==> src/rtl/timer_ctrl_pkg.sv <==
// timer_ctrl_pkg
// Shared definitions for the Picoblaze timer controller: per-channel register
// offsets, global register offsets, control/status bit positions, the
// interrupt FSM state type and a lowest-index priority helper.
package timer_ctrl_pkg;

  // Per-channel register offsets (relative to BASE_ADDR + ch*8)
  localparam logic [2:0] REG_CMP0   = 3'd0;
  localparam logic [2:0] REG_CMP1   = 3'd1;
  localparam logic [2:0] REG_CMP2   = 3'd2;
  localparam logic [2:0] REG_CMP3   = 3'd3;
  localparam logic [2:0] REG_CTRL   = 3'd4;
  localparam logic [2:0] REG_STATUS = 3'd5;

  // Global register offsets (relative to BASE_ADDR)
  localparam logic [7:0] REG_VECTOR = 8'h20;
  localparam logic [7:0] REG_MASK   = 8'h21;

  // Bit positions
  localparam int CTRL_ENABLE_BIT    = 0;
  localparam int CTRL_ONE_SHOT_BIT  = 1;
  localparam int STATUS_PENDING_BIT = 0;
  localparam int VECTOR_VALID_BIT   = 7;

  // Channel slots decoded by the top level (NUM_CH may use fewer)
  localparam int MAX_CH = 4;

  typedef enum logic [1:0] {
    IDLE    = 2'd0,
    ASSERT  = 2'd1,
    SERVICE = 2'd2
  } irq_state_e;

  // Index of the lowest set bit; 0 when nothing is set
  function automatic logic [1:0] lowest_index(input logic [3:0] req);
    logic [1:0] idx;
    idx = 2'd0;
    for (int i = 3; i >= 0; i--) begin
      if (req[i]) begin
        idx = 2'(i);
      end
    end
    return idx;
  endfunction

endpackage

==> src/rtl/timer_channel.sv <==
// timer_channel
// One 32-bit timer channel: free-running count, active compare, 24-bit compare
// shadow (bytes 0..2), control (enable, one_shot) and the pending flag.
// Ports:
//   clk, reset_n          clock, asynchronous active-low reset
//   wr_en                 write strobe already decoded for this channel
//   wr_reg, wr_data       channel register offset and write data
//   compare               active compare value
//   enable, one_shot      control bits
//   pending               expiry flag (write-1-to-clear)
module timer_channel
  import timer_ctrl_pkg::*;
(
  input  logic        clk,
  input  logic        reset_n,
  input  logic        wr_en,
  input  logic [2:0]  wr_reg,
  input  logic [7:0]  wr_data,
  output logic [31:0] compare,
  output logic        enable,
  output logic        one_shot,
  output logic        pending
);

  logic [31:0] count_r;
  logic [31:0] compare_r;
  logic [23:0] shadow_r;
  logic        enable_r;
  logic        one_shot_r;
  logic        pending_r;

  logic        expiry_s;
  logic        ctrl_wr_s;
  logic        status_clr_s;
  logic        enable_nxt_s;
  logic [31:0] count_nxt_s;

  // Expiry detection and next values of enable and count
  always_comb begin
    expiry_s     = enable_r && (count_r >= compare_r);
    ctrl_wr_s    = wr_en && (wr_reg == REG_CTRL);
    status_clr_s = wr_en && (wr_reg == REG_STATUS) && wr_data[STATUS_PENDING_BIT];
    // A software control write overrides the one-shot auto-disable
    if (ctrl_wr_s) begin
      enable_nxt_s = wr_data[CTRL_ENABLE_BIT];
    end else if (expiry_s && one_shot_r) begin
      enable_nxt_s = 1'b0;
    end else begin
      enable_nxt_s = enable_r;
    end
    // Count stays 0 on the enabling edge so the first period is compare+1 cycles
    if (!enable_r || !enable_nxt_s || expiry_s) begin
      count_nxt_s = 32'd0;
    end else begin
      count_nxt_s = count_r + 32'd1;
    end
  end

  // Channel state registers
  always_ff @(posedge clk or negedge reset_n) begin
    if (!reset_n) begin
      count_r    <= 32'd0;
      compare_r  <= 32'd0;
      shadow_r   <= 24'd0;
      enable_r   <= 1'b0;
      one_shot_r <= 1'b0;
      pending_r  <= 1'b0;
    end else begin
      count_r  <= count_nxt_s;
      enable_r <= enable_nxt_s;
      if (ctrl_wr_s) begin
        one_shot_r <= wr_data[CTRL_ONE_SHOT_BIT];
      end
      if (wr_en) begin
        case (wr_reg)
          REG_CMP0: shadow_r[7:0]   <= wr_data;
          REG_CMP1: shadow_r[15:8]  <= wr_data;
          REG_CMP2: shadow_r[23:16] <= wr_data;
          REG_CMP3: compare_r       <= {wr_data, shadow_r};
          default:  shadow_r        <= shadow_r;
        endcase
      end
      // Hardware set wins over a simultaneous software clear
      if (expiry_s) begin
        pending_r <= 1'b1;
      end else if (status_clr_s) begin
        pending_r <= 1'b0;
      end
    end
  end

  assign compare  = compare_r;
  assign enable   = enable_r;
  assign one_shot = one_shot_r;
  assign pending  = pending_r;

endmodule

==> src/rtl/timer_controller.sv <==
// timer_controller
// Picoblaze-attached multi-channel timer with a single interrupt line.
// Ports:
//   clk, reset_n                 clock, asynchronous active-low reset
//   port_id, write_strobe,       Picoblaze I/O address, write qualifier and
//   out_port                     write data
//   in_port                      registered read data (1 cycle after port_id)
//   interrupt, interrupt_ack     registered interrupt request / acknowledge
module timer_controller
  import timer_ctrl_pkg::*;
#(
  parameter int         NUM_CH    = 4,
  parameter logic [7:0] BASE_ADDR = 8'h40
) (
  input  logic       clk,
  input  logic       reset_n,
  input  logic [7:0] port_id,
  input  logic       write_strobe,
  input  logic [7:0] out_port,
  output logic [7:0] in_port,
  output logic       interrupt,
  input  logic       interrupt_ack
);

  logic [7:0]             offset_s;
  logic [1:0]             ch_sel_s;
  logic                   ch_space_s;
  logic [MAX_CH-1:0]      ch_wr_s;
  logic [MAX_CH-1:0]      en_s;
  logic [MAX_CH-1:0]      os_s;
  logic [MAX_CH-1:0]      pend_s;
  logic [MAX_CH-1:0]      pm_s;
  logic [MAX_CH-1:0][31:0] cmp_s;
  logic [7:0]             rd_data_s;

  logic [7:0]             mask_r;
  logic [7:0]             vector_r;
  logic [7:0]             in_port_r;
  logic                   interrupt_r;
  irq_state_e             state_r;

  // Address decode into channel slot / register offset and per-channel write strobes
  always_comb begin
    offset_s   = port_id - BASE_ADDR;
    ch_sel_s   = offset_s[4:3];
    ch_space_s = (offset_s[7:5] == 3'd0) && ({1'b0, ch_sel_s} < 3'(NUM_CH));
    for (int i = 0; i < MAX_CH; i++) begin
      ch_wr_s[i] = write_strobe && ch_space_s && (ch_sel_s == 2'(i));
    end
  end

  for (genvar g = 0; g < MAX_CH; g++) begin : g_ch
    if (g < NUM_CH) begin : g_used
      timer_channel u_channel (
        .clk      (clk),
        .reset_n  (reset_n),
        .wr_en    (ch_wr_s[g]),
        .wr_reg   (offset_s[2:0]),
        .wr_data  (out_port),
        .compare  (cmp_s[g]),
        .enable   (en_s[g]),
        .one_shot (os_s[g]),
        .pending  (pend_s[g])
      );
    end else begin : g_unused
      assign cmp_s[g]  = 32'd0;
      assign en_s[g]   = 1'b0;
      assign os_s[g]   = 1'b0;
      assign pend_s[g] = 1'b0;
    end
  end

  assign pm_s = pend_s & mask_r[MAX_CH-1:0];

  // Read mux; unmapped addresses return 0
  always_comb begin
    rd_data_s = 8'h00;
    if (ch_space_s) begin
      case (offset_s[2:0])
        REG_CMP0:   rd_data_s = cmp_s[ch_sel_s][7:0];
        REG_CMP1:   rd_data_s = cmp_s[ch_sel_s][15:8];
        REG_CMP2:   rd_data_s = cmp_s[ch_sel_s][23:16];
        REG_CMP3:   rd_data_s = cmp_s[ch_sel_s][31:24];
        REG_CTRL:   rd_data_s = {6'd0, os_s[ch_sel_s], en_s[ch_sel_s]};
        REG_STATUS: rd_data_s = {7'd0, pend_s[ch_sel_s]};
        default:    rd_data_s = 8'h00;
      endcase
    end else if (offset_s == REG_VECTOR) begin
      rd_data_s = vector_r;
    end else if (offset_s == REG_MASK) begin
      rd_data_s = mask_r;
    end else begin
      rd_data_s = 8'h00;
    end
  end

  // Interrupt mask register and registered read data
  always_ff @(posedge clk or negedge reset_n) begin
    if (!reset_n) begin
      mask_r    <= 8'h00;
      in_port_r <= 8'h00;
    end else begin
      in_port_r <= rd_data_s;
      if (write_strobe && (offset_s == REG_MASK)) begin
        mask_r <= out_port;
      end
    end
  end

  // Interrupt FSM with registered interrupt and vector
  always_ff @(posedge clk or negedge reset_n) begin
    if (!reset_n) begin
      state_r     <= IDLE;
      interrupt_r <= 1'b0;
      vector_r    <= 8'h00;
    end else begin
      case (state_r)
        IDLE: begin
          if (|pm_s) begin
            state_r     <= ASSERT;
            interrupt_r <= 1'b1;
          end else begin
            interrupt_r <= 1'b0;
          end
        end
        ASSERT: begin
          // Masking away every request withdraws the interrupt before an ack
          if (!(|pm_s)) begin
            state_r     <= IDLE;
            interrupt_r <= 1'b0;
          end else if (interrupt_ack) begin
            state_r     <= SERVICE;
            interrupt_r <= 1'b0;
            vector_r    <= {1'b1, 5'd0, lowest_index(pm_s)};
          end else begin
            interrupt_r <= 1'b1;
          end
        end
        SERVICE: begin
          interrupt_r <= 1'b0;
          if (!pend_s[vector_r[1:0]]) begin
            vector_r[VECTOR_VALID_BIT] <= 1'b0;
            state_r                    <= IDLE;
          end
        end
        default: begin
          state_r     <= IDLE;
          interrupt_r <= 1'b0;
          vector_r    <= 8'h00;
        end
      endcase
    end
  end

  assign in_port   = in_port_r;
  assign interrupt = interrupt_r;

endmodule
==> config.mk <==
export PLATFORM = sky130hd
export DESIGN_NAME = timer_controller
export DESIGN_NICKNAME = d
export VERILOG_FILES = /design/src/rtl/timer_ctrl_pkg.sv /design/src/rtl/timer_channel.sv /design/src/rtl/timer_controller.sv
export SDC_FILE = /design/constraint.sdc
export NUM_CORES = 1
export LEC_CHECK = 0
export BUFFER_PORTS_ARGS = -buffer_cell sky130_fd_sc_hd__buf_4
export CAP_MARGIN = 20
export CORE_MARGIN = 5
export CORE_UTILIZATION = 50
export DETAILED_ROUTE_END_ITERATION = 6
export GPL_TIMING_DRIVEN = 0
export PLACE_DENSITY = 0.63
export SLEW_MARGIN = 20
export SYNTH_ARGS = -nofsm -noshare
export SYNTH_HDL_FRONTEND = slang
export SYNTH_HIERARCHICAL = 1
export SYNTH_SLANG_ARGS = --single-unit
export TNS_END_PERCENT = 20
==> constraint.sdc <==
create_clock -name clk -period 2.8 [get_ports clk]
set_input_delay 0.28 -clock clk [delete_from_list [all_inputs] [get_ports clk]]
set_output_delay 0.28 -clock clk [all_outputs]
set_load 0.02 [all_outputs]
==> impl_metrics.csv <==
group,metric,value,unit
pwr,swShare,28.37,%
sta,tightest_slew,0.7980,ns
die,core,0.04185,mm^2
critical_path,reg2regPathDepth,8,
clocking,path_clk_slew,0.06,ns
synth,synth_xor_area_share,4.974,%
pwr,switchingPower,4004,uW
synth,synthArstFlopShare,100.0,%
clocking,worstSkewPairLatency,0.58,ns
pwr,power_frac_comb,15.4,%
sta,whs,0.2288,ns
drt,drt_first_pass_iters,5,
drt,totalWireLength,56820,um
drt,ant_nets,0,
pwr,p_per_area,595.9,mW/mm^2
pwr,power_frac_clock,42.0,%
status,outcome,"finished clean",
finish,finalNonFillerCells,2442,
drt,drc,0,
synth,syn_nets,1941,
pwr,leakage,0.01078,uW
synth,synthDistinctLibCells,59,
finish,drive_gt1_share,26.17,%
synth,synth.area.top_cells,"dfrtp_1 (46%), mux2_2 (13%), ha_1 (7.9%)",
critical_path,start_kind,"primary input",
synth,synth_area_per_cell,11.82,um^2
synth,synth-compound-area-share,5.531,%
clocking,h-tree-depth,2,
clocking,tritoncts,"yes",
sta,hold_viol_final,0,
pwr,seq_power_share,42.7,%
critical_path,critical_path_required,3.26,ns
finish,n_fill_cell,3510,
place,gp_congestion,0.9208,
critical_path,r2r_slack,0.20,ns
finish,antenna_cells,0,
critical_path,reg2reg_to,"g_ch[2].g_used.u_channel/count_r[15]",
sta,slew_headroom,46.60,%
critical_path,critPathMaxFanout,10,
die,initial_utilization,50.49,%
run,drv_cap,0,
critical_path,r2r-start,"g_ch[2].g_used.u_channel/compare[13]",
pwr,p_int,10110,uW
sta,period_share,95.28,%
clocking,root_buffer,"clkbuf_16",
drt,viasPerCell,5.939,
die,rows,75,
drt,drt-initial-drc-count,1051,
die,die_w,215.6,um
critical_path,setup.worst_path.class,"primary input to flop",
pwr,vdd_drop_max,0.3809,mV
synth,synth_top_flop_cell,"dfrtp_1",
synth,synth_edf_count,0,
clocking,cts_buffers,44,
synth,yosys_warnings,6,
critical_path,arrival,3.13,ns
critical_path,cp-end-kind,"flop",
drt,wire_per_inst,23.27,um
sta,max_freq,374.8,MHz
die,boundaryPins,29,
finish,synthToLayoutAreaGrowth,12.10,%
synth,yosysSeqAreaShare,45.71,%
hold_path,hold_class,"primary input to async pin",
sta,skew,0.01113,ns
grt,grt-ovfl-total,0,
sta,layout_min_cycle_time,2.668,ns
synth,muxShareOfSynthArea,17.21,%
synth,synth_top_area_share,45.71,%
synth,syn_inst,1788,
sta,setup_viol,0,
synth,synth_top_family_by_area,"multiplexers",
grt,grt_usage,24.70,%
die,die_h,215.6,um
sta,grt_setup_unrepaired,"no",
die,die_area,0.04647,mm^2
synth,yosys.area_share.simple,14.15,%
synth,synth_top_area_cell,"dfrtp_1",
finish,num-nets-final,2020,
clocking,clock-sinks,386,
place,dp_cells,2358,
grt,grt_start_max_net_pins,95,
grt,antenna_found_initial,1,
drt,vias,14503,
synth,syn_area,0.02113,mm^2
place,dp.final_hpwl,41490,um
place,io_buffers,27,
synth,ys_seq_elements,386,
sta,drv_slew,0,
grt,grt_pass1_wl,89920,um
grt,grt_pass1_vias,14838,
synth,synthAdderAreaFrac,7.875,%
clocking,clockBufferDepth,3,
[worst max-delay path, stage by stage]
cell and delay (ns):
buf_4 0.13, ha_1 0.34, nor3b_4 0.32, clkbuf_2 0.32
nand2_1 0.15, nor3_2 0.34, nand2b_1 0.19, nor3b_2 0.63
mux2_2 0.42
[cell usage after synthesis (12+ instances only)]
master and instances:
a21oi_1 65, and3_1 24, and4_1 20, buf_2 17, buf_6 12, clkbuf_1 23, dfrtp_1 386, ha_1 133
inv_1 145, mux2_2 238, mux2i_1 13, mux4_2 32, nand2_1 79, nand2b_1 12, nand3_1 63, nand4_1 72
nor2_1 34, nor3_1 91, nor3_2 56, o21a_1 16, o21ai_0 19, xnor2_1 32, xor2_1 88
[per-stage QoR]
stage                     instance area [um^2]  total power [uW]  setup slack [ns]  util (%)  setup TNS, ns
after global placement                   22010              8222            -2.346     52.58       -1185.08
after global routing                     23690             14730          0.007649     56.59              0
final                                    23690             14110            0.1322     56.59              0
after floorplan                          21130              7549           0.04950         -              0
after CTS                                23670             14270           0.08946     56.56              0
after detailed placement                 22130              8293            -1.130     52.86        -293.95
[repair_timing]
item                                   in CTS  in global routing
hold buffers                                2                  0
setup endpoints to repair                 295                155
gates resized for setup                     5                  3
buffers inserted                            0                  0
pin swaps                                   0                  0
endpoints found under the hold margin      55                  0
[layout by cell type, fill, tap and decap left out, drive strengths merged, types with 21 or more instances in the layout]
| cell type | n |
|---|---|
| xor2 | 88 |
| clkbuf | 84 |
| a21oi | 65 |
| nor3 | 147 |
| inv | 145 |
| o21ai | 21 |
| ha | 133 |
| nand2 | 80 |
| nand4 | 72 |
| xnor2 | 32 |
| and3 | 24 |
| dfrtp | 386 |
| mux2 | 238 |
| nand3 | 63 |
| mux4 | 36 |
| buf | 69 |
| nor2 | 35 |
[worst max path at each step]
stage | start | end | cells after the start
2_1_floorplan | port_id[7] | g_ch[2].g_used.u_channel/count_r[22] | 12
3_3_place_gp | reset_n | g_ch[1].g_used.u_channel/count_r[17] | 1
3_5_place_dp | port_id[6] | g_ch[0].g_used.u_channel/count_r[15] | 12
4_1_cts | port_id[6] | g_ch[0].g_used.u_channel/count_r[16] | 12
5_1_grt | port_id[7] | g_ch[3].g_used.u_channel/count_r[3] | 13
6_report | port_id[6] | g_ch[0].g_used.u_channel/shadow_r[20] | 9
[state kept, by name, summed over array words and instances, names as in the netlist]
| name | flops |
|---|---|
| g_ch.g_used.u_channel/shadow_r | 96 |
| g_ch.g_used.u_channel/count_r | 128 |
| g_ch.g_used.u_channel/compare | 128 |
| in_port | 8 |
| g_ch.g_used.u_channel/one_shot | 4 |
| interrupt | 1 |
| g_ch.g_used.u_channel/enable | 4 |
| g_ch.g_used.u_channel/pending | 4 |
| vector_r | 3 |
| mask_r | 8 |
| state_r | 2 |
[metal layers]
layer	GRT usage, %	part of all wire (%)	vias to the layer above
met1	35.17	47	7426
li1	-	-	6679
met2	39.55	46	302
met3	3.447	3.8	96
met4	7.809	3.3	0
met5	0	0	-
[area by class of cell]
class	count	area [um^2]	area share [%]
clock buffers	61	1297	5.478
multi-input cells	1196	10540	44.51
inverters	145	544.3	2.298
clock inverters	21	209.0	0.8821
flip-flops and latches	386	9659	40.78
well taps	539	674.4	2.847
plain buffers	61	417.9	1.764
repair buffers	33	340.3	1.437
[logic make-up (layout without fill, tap and decap cells)]
logic type,Yosys count,count (layout)
DFF,386,386
muxes,287,287
buffers and inverters,206,321
xor gates and xnor gates,120,120
and+or+nand+nor,494,494
adders and majority gates,133,133
AOI/OAI and AO/OA,162,162
[power by group through the flow]
stage / sequential (uW) / combinational (uW) / clock (uW)
final: 6020 / 2170 / 5920
after global placement: 6110 / 2110 / 0
after detailed placement: 6120 / 2180 / 0
after global routing: 6040 / 2380 / 6310
after floorplan: 6020 / 1530 / 0
after CTS: 6020 / 2190 / 6060
No activity file was read; power rests on OpenSTA's default activity.
